[config.mk]
export PLATFORM = sky130hd
export DESIGN_NAME = seq_addsub_multiplier_flat
export DESIGN_NICKNAME = d
export VERILOG_FILES = /design/src/rtl/seq_addsub_multiplier_if.sv /design/src/rtl/seq_addsub_multiplier.sv /design/src/flat_wrapper.sv
export SDC_FILE = /design/constraint.sdc
export NUM_CORES = 1
export LEC_CHECK = 0
export CAP_MARGIN = 20
export CORE_MARGIN = 2
export CORE_UTILIZATION = 40
export DETAILED_ROUTE_END_ITERATION = 7
export PLACE_DENSITY = 0.74
export SYNTH_ARGS = -nofsm -noshare
export SYNTH_HDL_FRONTEND = slang
export SYNTH_SLANG_ARGS = --single-unit
[constraint.sdc]
create_clock -name Clk -period 4.85 [get_ports Clk]
set_input_delay 0.7275 -clock Clk [delete_from_list [all_inputs] [get_ports Clk]]
set_output_delay 0.7275 -clock Clk [all_outputs]
set_load 0.01 [all_outputs]
[src/rtl/seq_addsub_multiplier_if.sv]
// seq_addsub_multiplier_if: start/done handshake, operands and product of the sequential multiplier.
interface seq_addsub_multiplier_if #(parameter int WIDTH = 8);
  logic start;
  logic signed_mode;
  logic [WIDTH-1:0] A_in;
  logic [WIDTH-1:0] B_in;
  logic busy;
  logic done;
  logic [2*WIDTH-1:0] product;
  logic X;
  modport master(output start, signed_mode, A_in, B_in, input busy, done, product, X);
  modport slave(input start, signed_mode, A_in, B_in, output busy, done, product, X);
endinterface

[src/rtl/seq_addsub_multiplier.sv]
// seq_addsub_multiplier: add-shift multiplier, one partial product per clock over a (WIDTH+1)-bit add/sub path.
module seq_addsub_multiplier #(
  parameter int WIDTH = 8
) (
  input logic Clk,
  input logic Reset_n,
  seq_addsub_multiplier_if.slave bus
);
  localparam int CW = $clog2(WIDTH);
  typedef enum logic [1:0] {IDLE, RUN, DONE} state_t;
  state_t r_state, w_next;
  logic [WIDTH-1:0] r_s, r_a, r_b;
  logic r_x, r_mode;
  logic [CW-1:0] r_count;
  logic [WIDTH:0] w_ext, w_acc, w_sum;
  logic w_last, w_accept;
  assign w_last = r_count == CW'(WIDTH - 1);
  assign w_accept = r_state == IDLE && bus.start;
  assign w_ext = r_mode ? {r_s[WIDTH-1], r_s} : {1'b0, r_s};
  assign w_acc = r_mode ? {r_x, r_a} : {1'b0, r_a};
  // The signed multiplier's top bit weighs -2^(WIDTH-1), so the last step subtracts.
  assign w_sum = !r_b[0] ? w_acc
               : (w_last && r_mode) ? w_acc + ~w_ext + (WIDTH+1)'(1)
               : w_acc + w_ext;
  always_comb begin
    w_next = r_state;
    w_next = w_accept ? RUN
           : (r_state == RUN && w_last) ? DONE
           : (r_state == DONE && !bus.start) ? IDLE
           : r_state;
  end
  always_ff @(posedge Clk or negedge Reset_n) begin
    if (!Reset_n) r_state <= IDLE;
    else r_state <= w_next;
  end
  always_ff @(posedge Clk or negedge Reset_n) begin
    if (!Reset_n) begin
      r_s <= '0;
      r_a <= '0;
      r_b <= '0;
      r_x <= 1'b0;
      r_mode <= 1'b0;
      r_count <= '0;
    end else if (w_accept) begin
      r_s <= bus.A_in;
      r_b <= bus.B_in;
      r_mode <= bus.signed_mode;
      r_a <= '0;
      r_x <= 1'b0;
      r_count <= '0;
    end else if (r_state == RUN) begin
      r_x <= w_sum[WIDTH];
      r_a <= w_sum[WIDTH:1];
      r_b <= {w_sum[0], r_b[WIDTH-1:1]};
      if (!w_last) r_count <= r_count + CW'(1);
    end
  end
  assign bus.busy = r_state == RUN;
  assign bus.done = r_state == DONE;
  assign bus.product = {r_a, r_b};
  assign bus.X = r_x;
endmodule

[src/flat_wrapper.sv]
// flat-port wrapper written by rule: the top's interface ports become plain ports
module seq_addsub_multiplier_flat 
#(
  parameter int WIDTH = 8
)
  (Clk, Reset_n, bus_start, bus_signed_mode, bus_A_in, bus_B_in, bus_busy, bus_done, bus_product, bus_X);
  seq_addsub_multiplier_if #(.WIDTH(WIDTH)) bus_i ();
  input logic Clk;
  input logic Reset_n;
  input wire logic [$bits(bus_i.start)-1:0] bus_start;
  input wire logic [$bits(bus_i.signed_mode)-1:0] bus_signed_mode;
  input wire logic [$bits(bus_i.A_in)-1:0] bus_A_in;
  input wire logic [$bits(bus_i.B_in)-1:0] bus_B_in;
  output wire logic [$bits(bus_i.busy)-1:0] bus_busy;
  output wire logic [$bits(bus_i.done)-1:0] bus_done;
  output wire logic [$bits(bus_i.product)-1:0] bus_product;
  output wire logic [$bits(bus_i.X)-1:0] bus_X;
  assign bus_i.start = bus_start;
  assign bus_i.signed_mode = bus_signed_mode;
  assign bus_i.A_in = bus_A_in;
  assign bus_i.B_in = bus_B_in;
  assign bus_busy = bus_i.busy;
  assign bus_done = bus_i.done;
  assign bus_product = bus_i.product;
  assign bus_X = bus_i.X;
  seq_addsub_multiplier #(.WIDTH(WIDTH)) u_core (.Clk(Clk), .Reset_n(Reset_n), .bus(bus_i));
endmodule
# ---- Yosys cells after proc, flatten, opt, wreduce, memory -nomap -nowiden
# Cells that the tools add are included.
dict set report word_totals {
  reg_bits 31
  in_bits 20
  out_inout_bits 19
  elab_cells 41
}
dict set report classes {
  addsub 4
  n_eq_ne 4
  mux 16
  bitwise 1
  reduce_logical 9
}
# operator n
set ops {}
lappend ops {{2-to-1 mux 9 bit} 4}
lappend ops {{2-to-1 mux 8 bit} 4}
lappend ops {{adder 9 bit} 2}
lappend ops {{adder 9 x 1 -> 9 bit, second input constant} 1}
lappend ops {{2-to-1 mux 3 bit} 3}
lappend ops {{inverter 9 bit} 1}
lappend ops {{2-to-1 mux 2 bit} 3}
lappend ops {{logical AND 1 bit} 4}
lappend ops {{adder 3 x 1 -> 3 bit, second input constant} 1}
lappend ops {{equality test 3 bit, second input constant} 1}
lappend ops {{nonzero test 3 bit} 1}
lappend ops {{equality test 2 x 1 -> 1 bit, second input constant} 1}
lappend ops {{equality test 2 bit, second input constant} 1}
lappend ops {{logical NOT 2 bit} 1}
lappend ops {{2-to-1 mux 1 bit} 2}
lappend ops {{inequality test 2 bit, second input constant} 1}
lappend ops {{AND reduction 2 bit} 1}
lappend ops {{nonzero test 2 bit} 1}
lappend ops {{logical NOT 1 bit} 1}

# ---- Longest topological paths before layout
dict set report logic_depth {
  ltp_word 8
  mapped_depth 10
  depth_no_buf 10
}

# ---- Worst setup path before layout
# OpenSTA, ideal clock, no wires.
dict set report synth_path {
  path_kind {reg-to-reg}
  start {reg u_core.r_a[0]}
  end {reg u_core.r_a[7]}
  setup_time_ps 128
  arrival_ps 1989
  required_time_ps 4722
  setup_slack_ps 2733
  path_stages_with_launch 9
  n_path_buf 0
  period_less_slack_ps 2117
  path_cell_list {dfrtp_1 > ha_1 > fa_1 > nor2b_1 > o311ai_2 > a221oi_1 > o31ai_2 > xnor2_1 > o22ai_1}
}
dict set report synth_between {
  elab_chain_cells 7
  elab_cells_between_ends 8
  classes_between {3 x add/sub; 5 x mux}
}
# element line_no
set synth_lines {}
lappend synth_lines {{start: declaration} seq_addsub_multiplier.sv:12} ;# logic [WIDTH-1:0] r_s, r_a, r_b;
lappend synth_lines {{start signal: assignment} seq_addsub_multiplier.sv:53} ;# r_a <= w_sum[WIDTH:1];
lappend synth_lines {{2-to-1 mux 9 bit (*)} seq_addsub_multiplier.sv:20} ;# assign w_acc = r_mode ? {r_x, r_a} : {1'b0, r_a};
lappend synth_lines {{adder 9 bit} seq_addsub_multiplier.sv:23} ;# : (w_last && r_mode) ? w_acc + ~w_ext + (WIDTH+1)'(1)
lappend synth_lines {{adder 9 x 1 -> 9 bit} seq_addsub_multiplier.sv:23}
lappend synth_lines {{2-to-1 mux 9 bit (*)} seq_addsub_multiplier.sv:23}
lappend synth_lines {{2-to-1 mux 9 bit (*)} seq_addsub_multiplier.sv:22} ;# assign w_sum = !r_b[0] ? w_acc
lappend synth_lines {{2-to-1 mux 8 bit (*)} seq_addsub_multiplier.sv:51} ;# end else if (r_state == RUN) begin
lappend synth_lines {{2-to-1 mux 8 bit (*)} seq_addsub_multiplier.sv:44} ;# end else if (w_accept) begin
# Mark *: on every way between the ends. The rest lies on a longest branch, timed or not. The select of a mux whose other input is x is not followed.
# A chain may end at the register's enable or synchronous reset.

# ---- Worst setup path after layout
dict set report layout_path {
  start {reg u_core.r_state[0]}
  end {out bus_busy}
}
dict set report layout_between {
  elab_chain_cells 1
}
# element line_no
set layout_lines {}
lappend layout_lines {{start: declaration} seq_addsub_multiplier.sv:11} ;# state_t r_state, w_next;
lappend layout_lines {{start signal: assignment} seq_addsub_multiplier.sv:34} ;# else r_state <= w_next;
lappend layout_lines {{equality test 2 x 1 -> 1 bit} seq_addsub_multiplier.sv:58} ;# assign bus.busy = r_state == RUN;
lappend layout_lines {{end: declaration} flat_wrapper.sv:14} ;# output wire logic [$bits(bus_i.busy)-1:0] bus_busy;
# No other way between the ends.

==> results.py <==
metrics = {
    "global_route": {
        "grt_util_overall": 0.187,
        "grt_start_max_net_pins": 31,
        "first_global_vias": 1714,
        "wire_length_of_the_first_global_routing_pass_um": 8160,
        "antenna_found_initial": 0,
        "grt.overflow.total": 0,
    },
    "sta": {
        "setup-tns-final_ps": 0,
        "period_share": 0.578,
        "finalSetupViolations": 0,
        "fin_crit_ps": 2800,
        "slew_headroom": 0.552,
        "worst_pin_slew_ps": 672,
        "hold_viol": 0,
        "max_clock_freq_mhz": 357,
        "skew_ps": 2.20,
        "setup_ws_ps": 2050,
        "drv_slew": 0,
        "rsz0062_at_grt": "no",
    },
    "critical_path": {
        "worstPathArrival_ps": 2070,
        "ff2ff_path_depth": 8,
        "path_class": "reg2out",
        "crit_required_ps": 4120,
        "reg2reg_to": "u_core.r_a[7]",
        "critical_path.endpoint_type": "output port",
        "critical_path.reg2reg.startpoint": "u_core.r_a[0]",
        "cp_max_fo": 16,
        "setup.reg_to_reg.worst_slack_ps": 2490,
        "critPathLaunchType": "flop",
    },
    "yosys": {
        "syn-cell-area_mm2": 0.00205,
        "synth_seq_cells": 30,
        "postSynth.asyncResetShare": 1.00,
        "synth-seq-area-share": 0.367,
        "synth.area.top_cells": "sky130_fd_sc_hd__dfrtp_1 37%, sky130_fd_sc_hd__ha_1 11%, sky130_fd_sc_hd__nand2_1 6.1%",
        "synth_edf_count": 0,
        "synth_flop_cell": "sky130_fd_sc_hd__dfrtp_1",
        "synth_fp_nets": 274,
        "postSynthCellCount": 234,
        "synth_top_area_share": 0.367,
        "netlist-cell-type-count": 41,
        "synth.avg_cell_area_um2": 8.74,
        "yosysWarnings": 0,
        "yosys.area.top_type": "sky130_fd_sc_hd__dfrtp_1",
    },
    "floorplanning": {
        "die_width_um": 75.5,
        "die_area_mm2": 0.00570,
        "core_mm2": 0.00501,
        "start_util": 0.408,
        "floorplan.die.height_um": 75.5,
        "ioPinCount": 39,
        "rows": 26,
    },
    "pwr": {
        "powerDensity_mw_per_mm2": 690,
        "power.sequential.fraction": 0.292,
        "comb_power_share": 0.587,
        "power.net_switching_uw": 801,
        "power.internal_uw": 957,
        "swShare": 0.456,
        "report.power.total_mw": 1.76,
        "pwr-share-clk": 0.122,
        "worst_ir_drop_vdd_mv": 0.291,
        "power.static_leakage_nw": 1.09,
    },
    "drt": {
        "detail-route-antenna-nets": 0,
        "detail_route.vias_per_cell": 5.24,
        "finalWirelength_um": 5010,
        "first_pass_iters": 4,
        "post-route-drc-count": 0,
        "routedWlPerCell_um": 14.8,
        "detailroute.via_count": 1778,
        "drt_first_iter_violations": 116,
    },
    "cts": {
        "cts_hold_repair.buffers": 0,
        "cts_setup_buffers": 0,
        "cts.reportedPaths.clkPinSlew_ps": 70,
        "tritoncts_buffers": 5,
        "clock_tree.htree_level_count": 2,
        "clock-root-buffer": "sky130_fd_sc_hd__clkbuf_8",
        "cts_tree": "done",
        "clk-insertion-delay-late_ps": 280,
        "cts_buffer_depth": 2,
        "cts_num_sinks": 30,
        "post_cts_resized": 0,
    },
    "cells_and_area": {
        "finish.instance_area_mm2": 0.00255,
        "final_layout_size_suffix_gt1_frac": 0.0558,
        "final.fill_count": 507,
        "area_delta_synth_final_pct": 24.5,
        "postLayoutCoreUtil": 0.508,
        "antenna-diode-count": 0,
        "nets": 308,
    },
    "min_path": {
        "min-delay-start": "u_core.r_s[0]",
        "hold_path.class": "reg2reg",
        "hold_path_depth": 2,
        "hold-path-endpoint": "u_core.r_s[0]",
    },
    "place": {
        "hpwl_um": 3710,
        "portBuffers": 38,
        "detailedPlace.worstSlack_ps": 2380,
        "placedInstanceArea_mm2": 0.00245,
        "routabilityCongestion": 0.817,
    },
    "flow_run": {
        "maxCapViolCount": 0,
    },
    "outcome": {
        "outcome": "completed",
    },
}
[worst max path at each step]
stage          slack [ps]            end               from
2_1_floorplan        2730  u_core.r_a[7]      u_core.r_a[0]
3_5_place_dp         2380       bus_busy  u_core.r_state[0]
5_1_grt              1950       bus_busy  u_core.r_state[0]
3_3_place_gp         2440       bus_busy  u_core.r_state[0]
4_1_cts              2070       bus_busy  u_core.r_state[0]
6_report             2050       bus_busy  u_core.r_state[0]
[logic make-up after synthesis]
logic type / synth area share
multiplexers: 0.0147
XOR/XNOR: 0.0343
buffers and inverters: 0.0636
flip-flops: 0.367
AO/OA/AOI/OAI: 0.226
adder cells (fa/ha/maj): 0.130
AND/OR/NAND/NOR: 0.165
[sequential cells by signal (all words and copies together) (netlist names)]
register        cells
u_core.r_a          8
u_core.r_b          8
u_core.r_s          8
u_core.r_count      3
u_core.r_state      2
u_core.r_mode       1
[power groups by stage]
stage	sequential (mW)	combinational, mW	clock [mW]
2_1_floorplan	0.489	0.724	0
3_3_place_gp	0.511	0.991	0
3_5_place_dp	0.515	1.02	0
4_1_cts	0.511	1.03	0.217
5_1_grt	0.533	1.15	0.228
6_report	0.513	1.03	0.214
[synthesized netlist by cell type (2+ instances only)]
master	number
sky130_fd_sc_hd__o31ai_2	2
sky130_fd_sc_hd__dfrtp_1	30
sky130_fd_sc_hd__a21oi_1	10
sky130_fd_sc_hd__a32oi_1	2
sky130_fd_sc_hd__o21ai_0	21
sky130_fd_sc_hd__ha_1	18
sky130_fd_sc_hd__nand2_1	33
sky130_fd_sc_hd__mux2i_1	3
sky130_fd_sc_hd__nand3_1	8
sky130_fd_sc_hd__xnor2_1	7
sky130_fd_sc_hd__fa_1	2
sky130_fd_sc_hd__clkbuf_1	7
sky130_fd_sc_hd__nand2b_1	3
sky130_fd_sc_hd__and2_1	2
sky130_fd_sc_hd__and3_1	3
sky130_fd_sc_hd__inv_1	16
sky130_fd_sc_hd__o21ai_1	8
sky130_fd_sc_hd__nor3_1	2
sky130_fd_sc_hd__buf_2	2
sky130_fd_sc_hd__nor2_1	14
sky130_fd_sc_hd__a31oi_1	5
sky130_fd_sc_hd__nor2b_1	6
sky130_fd_sc_hd__a211oi_1	3
sky130_fd_sc_hd__a22oi_1	9
sky130_fd_sc_hd__buf_6	2
[layout make-up]
cell class | instances | area [µm²] | share of cell area
Clock inverter | 1 | 5.00 | 0.00197
Tap cell | 70 | 87.6 | 0.0344
Sequential cell | 30 | 751 | 0.295
Clock buffer | 7 | 86.3 | 0.0339
Multi-Input combinational cell | 175 | 1160 | 0.457
Inverter | 17 | 63.8 | 0.0251
Timing Repair Buffer | 39 | 388 | 0.152
[cell usage in the layout, fill, tap and decap left out, types with 2 or more instances in the layout]
| cell | n |
|---|---|
| sky130_fd_sc_hd__a211oi_1 | 3 |
| sky130_fd_sc_hd__a21oi_1 | 10 |
| sky130_fd_sc_hd__a22oi_1 | 9 |
| sky130_fd_sc_hd__a31oi_1 | 5 |
| sky130_fd_sc_hd__a32oi_1 | 2 |
| sky130_fd_sc_hd__and2_1 | 2 |
| sky130_fd_sc_hd__and3_1 | 3 |
| sky130_fd_sc_hd__clkbuf_8 | 6 |
| sky130_fd_sc_hd__clkdlybuf4s50_1 | 38 |
| sky130_fd_sc_hd__dfrtp_1 | 30 |
| sky130_fd_sc_hd__fa_1 | 2 |
| sky130_fd_sc_hd__ha_1 | 18 |
| sky130_fd_sc_hd__inv_1 | 16 |
| sky130_fd_sc_hd__mux2i_1 | 3 |
| sky130_fd_sc_hd__nand2_1 | 33 |
| sky130_fd_sc_hd__nand2b_1 | 3 |
| sky130_fd_sc_hd__nand3_1 | 8 |
| sky130_fd_sc_hd__nor2_1 | 14 |
| sky130_fd_sc_hd__nor2b_1 | 6 |
| sky130_fd_sc_hd__nor3_1 | 2 |
| sky130_fd_sc_hd__o21ai_0 | 21 |
| sky130_fd_sc_hd__o21ai_1 | 8 |
| sky130_fd_sc_hd__o31ai_2 | 2 |
| sky130_fd_sc_hd__xnor2_1 | 7 |
[metal layers]
metal / GRT usage / part of all wire / vias to the layer above
met5: 0 / 0 / -
met4: 0.0409 / 0.0074 / 0
met3: 0.0344 / 0.031 / 6
met2: 0.311 / 0.49 / 39
met1: 0.255 / 0.47 / 845
li1: - / - / 888
[stage by stage]
step / hold slack [ps] / instances
after floorplan: 432 / 234
after CTS: 527 / 339
final: 524 / 339
after global placement: 500 / 331
after detailed placement: 504 / 331
after global routing: 559 / 339
[critical path: stages (launching register included)]
cell and delay, ps:
sky130_fd_sc_hd__dfrtp_1 640, sky130_fd_sc_hd__nand2b_1 360, sky130_fd_sc_hd__inv_2 220, sky130_fd_sc_hd__clkdlybuf4s50_1 560
No activity file was read; power rests on OpenSTA's default activity.
